[src/rtl/regfile_scoreboard.sv]
// Register file with per-register busy bits for destination reservation.
// Two combinational read ports with write-through bypass, one write-back
// port, and one reservation port. BusyCount is the registered population
// count of the busy bits and moves in the same cycle as the busy bits.
//
// Reservation handshake: RsvEn is a request and RsvAck is a same-cycle
// combinational grant. A request is granted when the target register is
// not busy, or when the same cycle writes that register back. A granted
// request marks the register busy at the next rising edge. There is no
// back-pressure on the write-back port: WrEn is always accepted.
module regfile_scoreboard #(
  parameter int DATA_W   = 13,
  parameter int ADDR_W   = 3,
  parameter int ZERO_REG = 0
) (
  input  logic              Clk,
  input  logic              Reset,
  input  logic [ADDR_W-1:0] RdAddrA,
  input  logic [ADDR_W-1:0] RdAddrB,
  output logic [DATA_W-1:0] RdDataA,
  output logic [DATA_W-1:0] RdDataB,
  output logic              RdBusyA,
  output logic              RdBusyB,
  input  logic              WrEn,
  input  logic [ADDR_W-1:0] WrAddr,
  input  logic [DATA_W-1:0] WrData,
  input  logic              RsvEn,
  input  logic [ADDR_W-1:0] RsvAddr,
  output logic              RsvAck,
  output logic [ADDR_W:0]   BusyCount
);

  localparam int DEPTH = 1 << ADDR_W;
  localparam int CW    = ADDR_W + 1;

  logic [DATA_W-1:0] regs [DEPTH];
  logic [DEPTH-1:0]  busy;
  logic [DEPTH-1:0]  busy_nxt;
  logic [CW-1:0]     busy_count_q;
  logic [CW-1:0]     busy_count_nxt;

  // Reset overrides the write port, so every write-driven path uses wr_eff.
  logic wr_eff;
  logic wr_live;
  logic wr_zero;
  logic rsv_zero;
  logic rd_zero_a;
  logic rd_zero_b;
  logic hit_a;
  logic hit_b;

  assign wr_eff    = WrEn & ~Reset;
  assign wr_zero   = (ZERO_REG != 0) && (WrAddr == '0);
  assign rsv_zero  = (ZERO_REG != 0) && (RsvAddr == '0);
  assign rd_zero_a = (ZERO_REG != 0) && (RdAddrA == '0);
  assign rd_zero_b = (ZERO_REG != 0) && (RdAddrB == '0);
  assign wr_live   = wr_eff & ~wr_zero;
  assign hit_a     = wr_eff && (WrAddr == RdAddrA);
  assign hit_b     = wr_eff && (WrAddr == RdAddrB);

  // A hard-wired zero register is always grantable and never becomes busy.
  assign RsvAck = ~Reset & RsvEn &
                  (rsv_zero | ~busy[RsvAddr] | (wr_eff && (WrAddr == RsvAddr)));

  assign RdDataA = rd_zero_a ? '0 : (hit_a ? WrData : regs[RdAddrA]);
  assign RdDataB = rd_zero_b ? '0 : (hit_b ? WrData : regs[RdAddrB]);
  assign RdBusyA = ~rd_zero_a & busy[RdAddrA] & ~hit_a;
  assign RdBusyB = ~rd_zero_b & busy[RdAddrB] & ~hit_b;

  assign BusyCount = busy_count_q;

  // Next busy vector: write-back clears first, a granted reservation then sets.
  always_comb begin
    busy_nxt = busy;
    if (wr_live) begin
      busy_nxt[WrAddr] = 1'b0;
    end
    if (RsvAck && !rsv_zero) begin
      busy_nxt[RsvAddr] = 1'b1;
    end
  end

  // Population count of the next busy vector, registered alongside it.
  always_comb begin
    busy_count_nxt = '0;
    for (int i = 0; i < DEPTH; i++) begin
      busy_count_nxt = busy_count_nxt + CW'(busy_nxt[i]);
    end
  end

  // Register array, busy bits and busy count; reset clears everything.
  always_ff @(posedge Clk) begin
    if (Reset) begin
      for (int i = 0; i < DEPTH; i++) begin
        regs[i] <= '0;
      end
      busy         <= '0;
      busy_count_q <= '0;
    end else begin
      if (wr_live) begin
        regs[WrAddr] <= WrData;
      end
      busy         <= busy_nxt;
      busy_count_q <= busy_count_nxt;
    end
  end

endmodule

[config.mk]
export PLATFORM = sky130hd
export DESIGN_NAME = regfile_scoreboard
export DESIGN_NICKNAME = d
export VERILOG_FILES = /design/src/rtl/regfile_scoreboard.sv
export SDC_FILE = /design/constraint.sdc
export NUM_CORES = 1
export LEC_CHECK = 0
export ABC_AREA = 1
export BUFFER_PORTS_ARGS = -buffer_cell sky130_fd_sc_hd__buf_2
export CAP_MARGIN = 25
export CORE_MARGIN = 2
export CORE_UTILIZATION = 49
export CTS_BUF_LIST = sky130_fd_sc_hd__clkbuf_8
export DETAILED_ROUTE_END_ITERATION = 7
export PLACE_DENSITY = 0.68
export SYNTH_ARGS = -nofsm -noshare
export SYNTH_HDL_FRONTEND = slang
export SYNTH_SLANG_ARGS = --single-unit
[constraint.sdc]
create_clock -name Clk -period 4.12 [get_ports Clk]
set_input_delay 0.618 -clock Clk [delete_from_list [all_inputs] [get_ports Clk]]
set_output_delay 0.618 -clock Clk [all_outputs]
set_load 0.02 [all_outputs]
After elaboration in Yosys (flattened, before gate mapping)
Memories as Yosys holds them, arrays and structs flattened. Index checks and enable logic that the tools add are counted.

Register bits after elaboration: 12. Memory bits (writable): 104. Input bits: 29. Output and inout port bits: 33. Logic and storage cells: 60. Memories: 1.

Memories: regs (depth 8, bits a word 13, rd ports 2, clocked after memory_dff 0, wr ports 8, line 36) `logic [DATA_W-1:0] regs [DEPTH];`.

Add/subtract/negate cells: 7. $lt $le $gt $ge: 6. Eq/ne operators: 3. Multiplexer cells: 22. Bitwise gates (word level): 13. Reductions and logical operators: 6.

Operators by type and width (number): $mux 13 (3); $add 4x1->4 (4); $lt 3x4->1 const B (4); $mux 8 (2); $reduce_or 13->1 (1); $mux 1 (11); $bmux 1 s3 (3); $eq 3x3->1 (3); $and 8x8->8 (1); $not 8->8 (1); $or 8x8->8 (1); $demux 1 s3 (2); $ge 3x1->1 const B (2); $and 1x1->1 (5); $logic_and 1x1->1 (5); $add 3x1->4 (1); $not 1->1 (4); $add 2x1->3 (1); $mux 3 (1); $add 1x1->2 (1); $or 1x1->1 (1).

Logic depth before layout (Yosys ltp)
Gate-level depths: netlist of run 1.

Depth in word-level cells: 16. Mapped depth: 19. Depth with buffers taken out: 18.

Worst setup path before layout of run 1
Ideal clock, no wire load.

Path type: input-to-reg. Start: in RsvAddr[0]. End: reg busy_count_q[2] (netlist: BusyCount[2]). Library setup time: 0.128 ns. Data arrival time: 3.565 ns. Data required time: 3.992 ns. Slack: 0.427 ns. Cell stages on the path: 18. Path buffers: 1. Cell sequence: buf_6 -> inv_6 -> nand2_1 -> nand3_1 -> nand2_1 -> o21ai_4 -> nand3_1 -> nand2_1 -> fa_1 -> inv_1 -> fa_1 -> fa_1 -> inv_1 -> ha_1 -> inv_1 -> fa_1 -> xor2_1 -> nor2_1.

Elaborated cells between the ends (all ways): 21. Those cells by class: 7 x add/sub; 2 x order compare; 1 x eq/ne; 5 x mux; 4 x bitwise; 2 x reduce/logical.

RTL lines: from (decl) (line 28) `input logic [ADDR_W-1:0] RsvAddr,`; $lt 3x4->1 (implied by the code) (tied with other cells) (line 79) `busy_nxt[RsvAddr] = 1'b1;`; $logic_and 1x1->1 (implied by the code) / $mux 1 (equally long branches) (line 79, 63); $mux 1 (implied by the code) / $not 1->1 (equally long branches) (line 79, 63); $demux 1 s3 / $or 1x1->1 (equally long branches) (line 79, 63); $or 8x8->8 (no line) / $and 1x1->1 (equally long branches); $mux 8 * (line 78) `if (RsvAck && !rsv_zero) begin`; named net busy_nxt[3] (line 38) `logic [DEPTH-1:0] busy_nxt;`; $add 3x1->4 * (line 87) `busy_count_nxt = busy_count_nxt + CW'(busy_nxt[i]);`; $add 4x1->4 * (4 in a row) (line 87); to (signal assigned) (line 104) `busy_count_q <= busy_count_nxt;`; to (decl) (line 39) `logic [CW-1:0] busy_count_q;`.

The timed path passes the listed nets; every way through them passes the cells marked *. The select of a mux whose other input is x is not followed. A chain may end at the register's enable or synchronous reset.

Worst setup path in the final report of run 1
Start: reg busy[1]. End: reg busy_count_q[2] (netlist: BusyCount[2]).

Elaborated cells between the ends (all ways): 16. Those cells by class: 7 x add/sub; 4 x mux; 5 x bitwise.

RTL lines: from (decl) (line 37) `logic [DEPTH-1:0] busy;`; from (signal assigned) (line 103) `busy <= busy_nxt;`; $bmux 1 s3 (line 63) `(rsv_zero | ~busy[RsvAddr] | (wr_eff && (WrAddr == RsvAddr)));`; $mux 1 (implied by the code) (line 63); $not 1->1 (line 63); $or 1x1->1 (line 63); $and 1x1->1 (line 62) `assign RsvAck = ~Reset & RsvEn &`; $mux 8 (line 78); named net busy_nxt[3] (line 38); $add 3x1->4 (line 87); $add 4x1->4 (4 in a row) (line 87).

The timed path passes the listed nets, and every way through them passes these cells. The select of a mux whose other input is x is not followed.

==> metrics.md, run 1 <==
| Metric | Value |
|---|---|
| # hold bufs at CTS | 0 |
| Post-Syn Nets | 872 |
| Critical path origin | busy[1]$_SDFF_PP0_ |
| Comb pwr share | 17.1% |
| Wire per inst | 18.1 um |
| Hold Vio Cnt, Final | 0 |
| Remaining DRCs | 0 |
| Post-DRT Antenna Nets | 0 |
| Most common cell after layout, fill and taps aside | nor2_1 |
| CP required | 4.45 ns |
| Vias in the first global route | 5,604 |
| Initial drt markers | 705 |
| GRT overflow | 0 |
| Main synth FF type | edfxtp_1 |
| R2R Path Start | busy[1]$_SDFF_PP0_ |
| Syn avg cell area | 8.20 um2 |
| Fmax | 279 MHz |
| Post-route clock period utilization | 87.1% |
| Core ar. | 13,800 um2 |
| Setup crit end kind | register |
| Worst r2r path cells | 17 |
| Async S/R FF share, synth | 0% |
| Postcts setup bufs | 0 |
| Final Cell Area | 7580 um2 |
| Filler cells | 1,344 |
| Critical Path AT | 3.92 ns |
| Max Clock Skew | 0.00298 ns |
| Final Setup Violations | 0 |
| Max clock buf depth | 2 |
| Initial antenna violation count | 0 |
| Psw | 0.806 mW |
| Ant. Diodes | 0 |
| Leak pwr | 3.19 nW |
| Mapped Area | 6860 um2 |
| Top sig layer | met4 |
| Setup tns final | 0 ns |
| Rows | 43 |
| CTS root buf | clkbuf_8 |
| Tmin final | 3.59 ns |
| Pre-Repair DR Iteration Count | 7 |
| Final layout net count | 912 |
| DIE AREA | 15,000 um2 |
| Placer congestion estimate | 0.946 |
| Max Cap Viol | 0 |
| CTS clk-pin slew, worst paths | 0.07 ns |
| Worst hold path class | register to register |
| Routed wl met2 | 8600 um |
| H-tree level count | 4 |
| Hold path cells | 2 |
| Element type at the critical path start | register |
| Synth unique cells | 32 |
| Crit-path max FO | 9 |
| Cell Area, Placed | 7230 um2 |
| Maximum VDD drop | 0.215 mV |
| Layout cell share with drive strength beyond 1 | 14.2% |
| Largest net degree at the start of global routing | 78 |
| First-pass GRT wire length | 30,400 um |
| Internal power | 2.00 mW |
| RSZ-0062 raised after global routing | false |
| Cts repair resizes | 0 |
| Detailed Place HPWL | 12,800 um |
| # IOs | 62 |
| Initial core utilization | 49.8% |
| Via count of the routed design | 6,174 |
| Power Density | 370 nW/um2 |
| Post-DR vias/cell | 5.78 |
| Most frequent cells in the layout | nor2_1, nand2_1, edfxtp_1, inv_1, nand3_1 |
| Sink Count | 116 |
| WL met1 | 8700 um |
| Slew Viols, Final | 0 |
| Synth warnings | 0 |
| Sw Share | 28.7% |
| Total CTS buffers | 17 |
| GRT Resource Usage Total | 26.9% |
| Seq/Total Area, Yosys | 49.0% |
| Util after Layout | 55.1% |
| Number of synthesized register bits | 116 |
| CP Class | register to register |
| Hold Path Origin | busy[2]$_SDFF_PP0_ |
| Slew Limit Headroom | 46.6% |
| Clock power frac | 33.7% |
| Met3 wire len | 1570 um |
| I/O Buffers | 61 |
| EDFF count, synth | 104 |
| Routed wire length | 19,300 um |
| Status | finished clean |
| Die height | 122 um |
| CTS tree | built |
| Mapped Cells | 836 |
| Worst slew pin tran | 0.799 ns |
| Reg power frac | 49.1% |
| Clock Latency Late Sink | 0.43 ns |
| Die Width | 122 um |
| Area Growth Syn to Fin | 10.6% |
## cells in the mapped netlist (12+ instances only)
cell type	number	area (um2)
nand2_1	107	402
edfxtp_1	104	3120
a21oi_1	69	345
o21ai_2	12	105
buf_2	29	145
o211ai_1	52	390
inv_1	80	300
nor2_1	138	518
clkinv_1	13	48.8
clkbuf_1	17	63.8
dfxtp_1	12	240
o21ai_0	64	320
o21ai_1	15	75.1
nand3_1	85	425
## per-layer routing
layer	up-vias	global-route usage, %
met5	-	0
met4	0	10.8
met3	36	4.74
met2	290	39.1
met1	2914	40.0
li1	2934	-
## flip-flops by register name (all words and copies together) (netlist names)
name       count
regs         104
busy           8
BusyCount      4
## worst paths after layout
path,to,slack (ns)
max,BusyCount[2]$_SDFF_PP0_,0.53
min,busy[2]$_SDFF_PP0_,0.50
max reg2reg,BusyCount[2]$_SDFF_PP0_,0.53
min reg2reg,busy[2]$_SDFF_PP0_,0.50
## worst max-delay path, stage by stage, from the launching register on
cell and delay [ns]:
dfxtp_1 0.31, inv_1 0.13, nand2_1 0.07, nand3_1 0.08
nand2_1 0.09, o21ai_4 0.26, nand3_1 0.15, nand2_1 0.13
fa_1 0.45, inv_1 0.08, fa_1 0.44, fa_1 0.46
inv_1 0.07, ha_1 0.16, inv_1 0.06, fa_1 0.37
xor2_1 0.14, nor2_1 0.05
## area by class of cell
| type | instances | area (um2) | area share (%) |
|---|---|---|---|
| well taps | 180 | 225 | 2.97 |
| repair buffers | 78 | 445 | 5.87 |
| multi-input cells | 564 | 2820 | 37.2 |
| flip-flops and latches | 116 | 3360 | 44.3 |
| inverters | 99 | 379 | 5.00 |
| clock buffers | 20 | 275 | 3.63 |
| clock inverters | 12 | 76.3 | 1.01 |
## cells by family (layout without fill, tap and decap cells)
logic type      count (synthesis)  after routing  share of synthesized area, %
simple gates                  335            335                          20.1
compound gates                220            220                          19.0
buf+inv                       156            209                          9.83
flops                         116            116                          49.0
fa+ha+maj                       7              7                          1.72
xor+xnor                        2              2                         0.255
## stage by stage
| step | total power, mW | hold WS, ns | setup slack [ns] | cells |
|---|---|---|---|---|
| global route | 2.92 | 0.528 | 0.319 | 1069 |
| finish | 2.80 | 0.495 | 0.531 | 1069 |
| CTS | 2.81 | 0.497 | 0.543 | 1069 |
| detailed placement | 1.88 | 0.488 | 0.125 | 1037 |
| floorplan | 1.73 | 0.460 | 0.427 | 836 |
| global placement | 1.87 | 0.475 | 0.207 | 1037 |
## power groups by stage
stage	Combinational [mW]	Clock [mW]	Sequential (mW)
2_1_floorplan	0.330	0	1.40
3_3_place_gp	0.474	0	1.40
3_5_place_dp	0.476	0	1.40
4_1_cts	0.478	0.955	1.38
5_1_grt	0.531	1.00	1.38
6_report	0.481	0.946	1.38
Power figures use the tool's default switching activity.
==> inputs of run 2 (changes only) <==
--- a/config.mk
+++ b/config.mk
@@ -8,7 +8,7 @@
 export ABC_AREA = 1
 export BUFFER_PORTS_ARGS = -buffer_cell sky130_fd_sc_hd__buf_2
 export CAP_MARGIN = 25
-export CORE_MARGIN = 2
+export CORE_MARGIN = 3
 export CORE_UTILIZATION = 49
 export CTS_BUF_LIST = sky130_fd_sc_hd__clkbuf_8
 export DETAILED_ROUTE_END_ITERATION = 7
==> constraint.sdc (replaced) <==
create_clock -name Clk -period 4.12 [get_ports Clk]
set_input_delay 0.618 -clock Clk [delete_from_list [all_inputs] [get_ports Clk]]
set_output_delay 0.618 -clock Clk [all_outputs]
set_load 0.005 [all_outputs]
==> metrics.md, run 2 (synthesis gave the netlist of run 1 again) <==
| Metric | Value |
|---|---|
| Status | finished clean (unchanged) |
| Max Clock Skew | 0.00154 ns (was 0.00298 ns) |
| Post-DRT Antenna Nets | 0 (unchanged) |
| Final hold slack | 0.513 ns (was 0.495 ns) |
| Tmin final | 3.59 ns (about the same) |
| Final layout net count | 911 (was 912) |
| Cts repair resizes | 0 (unchanged) |
| Post-DR vias/cell | 5.91 (was 5.78) |
| Multi-input gate area | 2820 um2 (unchanged) |
| Max Cap Viol | 0 (unchanged) |
| Cell Area, Placed | 7220 um2 (was 7230 um2) |
| H-tree level count | 4 (unchanged) |
| Postcts setup bufs | 0 (unchanged) |
| DP Worst Slack | 0.129 ns (was 0.125 ns) |
| Final Cell Area | 7580 um2 (about the same) |
| Power Density | 369 nW/um2 (was 370 nW/um2) |
| Cell chain of the critical path | inv_1 > nand2_1 > nand3_1 > nand2_1 > o21ai_4 > nand3_1 > nand2_1 > fa_1 > inv_1 > fa_1 > fa_1 > inv_1 > ha_1 > inv_1 > fa_1 > xor2_1 > nor2_1 (unchanged) |
| Most common cell after layout, fill and taps aside | nor2_1 (unchanged) |
| Fmax | 278 MHz (was 279 MHz) |
| Core ar. | 13,500 um2 (was 13,800 um2) |
| Inst Count DP | 1,032 (was 1,037) |
| FF/Latch Area | 3360 um2 (unchanged) |
| Ant. Diodes | 0 (unchanged) |
| Total CTS buffers | 17 (unchanged) |
| Slowest CP cell | fa_1 (unchanged) |
| Rows | 42 (was 43) |
| Routed wire length | 20,000 um (was 19,300 um) |
| # IOs | 62 (unchanged) |
| First-pass GRT wire length | 31,300 um (was 30,400 um) |
| Largest net degree at the start of global routing | 72 (was 78) |
| GRT Resource Usage Total | 25.6% (was 26.9%) |
| Leak pwr | 3.15 nW (was 3.19 nW) |
| Crit-path max FO | 9 (unchanged) |
| CTS clk-pin slew, worst paths | 0.07 ns (about the same) |
| Largest reg by FF count | regs (unchanged) |
| Die Width | 124 um (was 122 um) |
| Sink Count | 116 (unchanged) |
| Die height | 124 um (was 122 um) |
| Setup crit end kind | register (unchanged) |
| # hold bufs at CTS | 0 (unchanged) |
| Layout cell share with drive strength beyond 1 | 14.2% (about the same) |
| Util after Layout | 56.3% (was 55.1%) |
| Area Growth Syn to Fin | 10.5% (was 10.6%) |
| Slew Viols, Final | 0 (unchanged) |
| Filler cells | 1,254 (was 1,344) |
| Pre-Repair DR Iteration Count | 6 (was 7) |
| RSZ-0062 raised after global routing | false (unchanged) |
| Crit path setup slack, layout | 0.525 ns (was 0.531 ns) |
| Hold Vio Cnt, Final | 0 (unchanged) |
| Final Setup Violations | 0 (unchanged) |
| DIE AREA | 15,500 um2 (was 15,000 um2) |
| Worst hold path class | register to register (unchanged) |
| Remaining DRCs | 0 (unchanged) |
| CP required | 4.45 ns (about the same) |
| Slew Limit Headroom | 49.1% (was 46.6%) |
| Initial drt markers | 832 (was 705) |
| Critical Path AT | 3.92 ns (about the same) |
| Wire per inst | 18.8 um (was 18.1 um) |
| Setup tns final | 0 ns (unchanged) |
| CTS tree | built (unchanged) |
| Initial antenna violation count | 0 (unchanged) |
| GRT overflow | 0 (unchanged) |
| Clock Latency Late Sink | 0.43 ns (about the same) |
| Placer congestion estimate | 0.970 (was 0.946) |
| Post-Layout Cell Count | 1,064 (was 1,069) |
| Initial core utilization | 51.0% (was 49.8%) |
| Max clock buf depth | 2 (unchanged) |
| Worst slew pin tran | 0.762 ns (was 0.799 ns) |
| CP Class | register to register (unchanged) |
| Detailed Place HPWL | 13,900 um (was 12,800 um) |
| Most frequent cells in the layout | nor2_1, nand2_1, edfxtp_1, nand3_1, inv_1 (was nor2_1, nand2_1, edfxtp_1, inv_1, nand3_1) |
| Element type at the critical path start | register (unchanged) |
| Max reg flops | 104 (unchanged) |
| CP max stage delay | 0.55 ns (was 0.46 ns) |
| Maximum VDD drop | 0.180 mV (was 0.215 mV) |
| Post-route clock period utilization | 87.3% (was 87.1%) |
| Pwr Total | 2.80 mW (about the same) |
| I/O Buffers | 61 (unchanged) |
| Via count of the routed design | 6,284 (was 6,174) |
| CTS root buf | clkbuf_8 (unchanged) |
| Vias in the first global route | 5,817 (was 5,604) |
==> run 2: per-layer routing <==
metal	part of all wire, %	wire length, um	up-vias	track usage [%]
li1	-	-	2924	-
met1	43	8500	2962	36.4
met2	45	8920	354	38.4
met3	11	2120	44	6.39
met4	2.2	446	0	8.77
met5	0	0	-	0
==> run 2: final timing paths <==
check	from	to	slack, ns	cells after the start
max reg2reg	busy[5]$_SDFF_PP0_	BusyCount[2]$_SDFF_PP0_	0.53	17
min reg2reg	busy[4]$_SDFF_PP0_	busy[4]$_SDFF_PP0_	0.51	2
max	busy[5]$_SDFF_PP0_	BusyCount[2]$_SDFF_PP0_	0.53	17
min	busy[4]$_SDFF_PP0_	busy[4]$_SDFF_PP0_	0.51	2
==> run 2: power by group <==
| group | internal, mW | total [mW] | switching (mW) |
|---|---|---|---|
| clock network | 0.517 | 0.977 | 0.461 |
| registers | 1.35 | 1.38 | 0.0291 |
| logic | 0.143 | 0.442 | 0.299 |
==> run 2: final cells by class <==
type	instances	area share, %
flip-flops and latches	116	44.4
clock buffers	17	3.09
repair buffers	77	5.78
well taps	176	2.91
clock inverters	15	1.63
inverters	99	5.00
multi-input cells	564	37.2
==> run 2: worst max-delay path: cells and delay by family, from the launching register on <==
family          cells  cell delay (ns)
flops               1             0.47
compound gates      1             0.10
fa+ha+maj           5             2.02
buf+inv             4             0.23
xor+xnor            1             0.14
simple gates        6             0.50
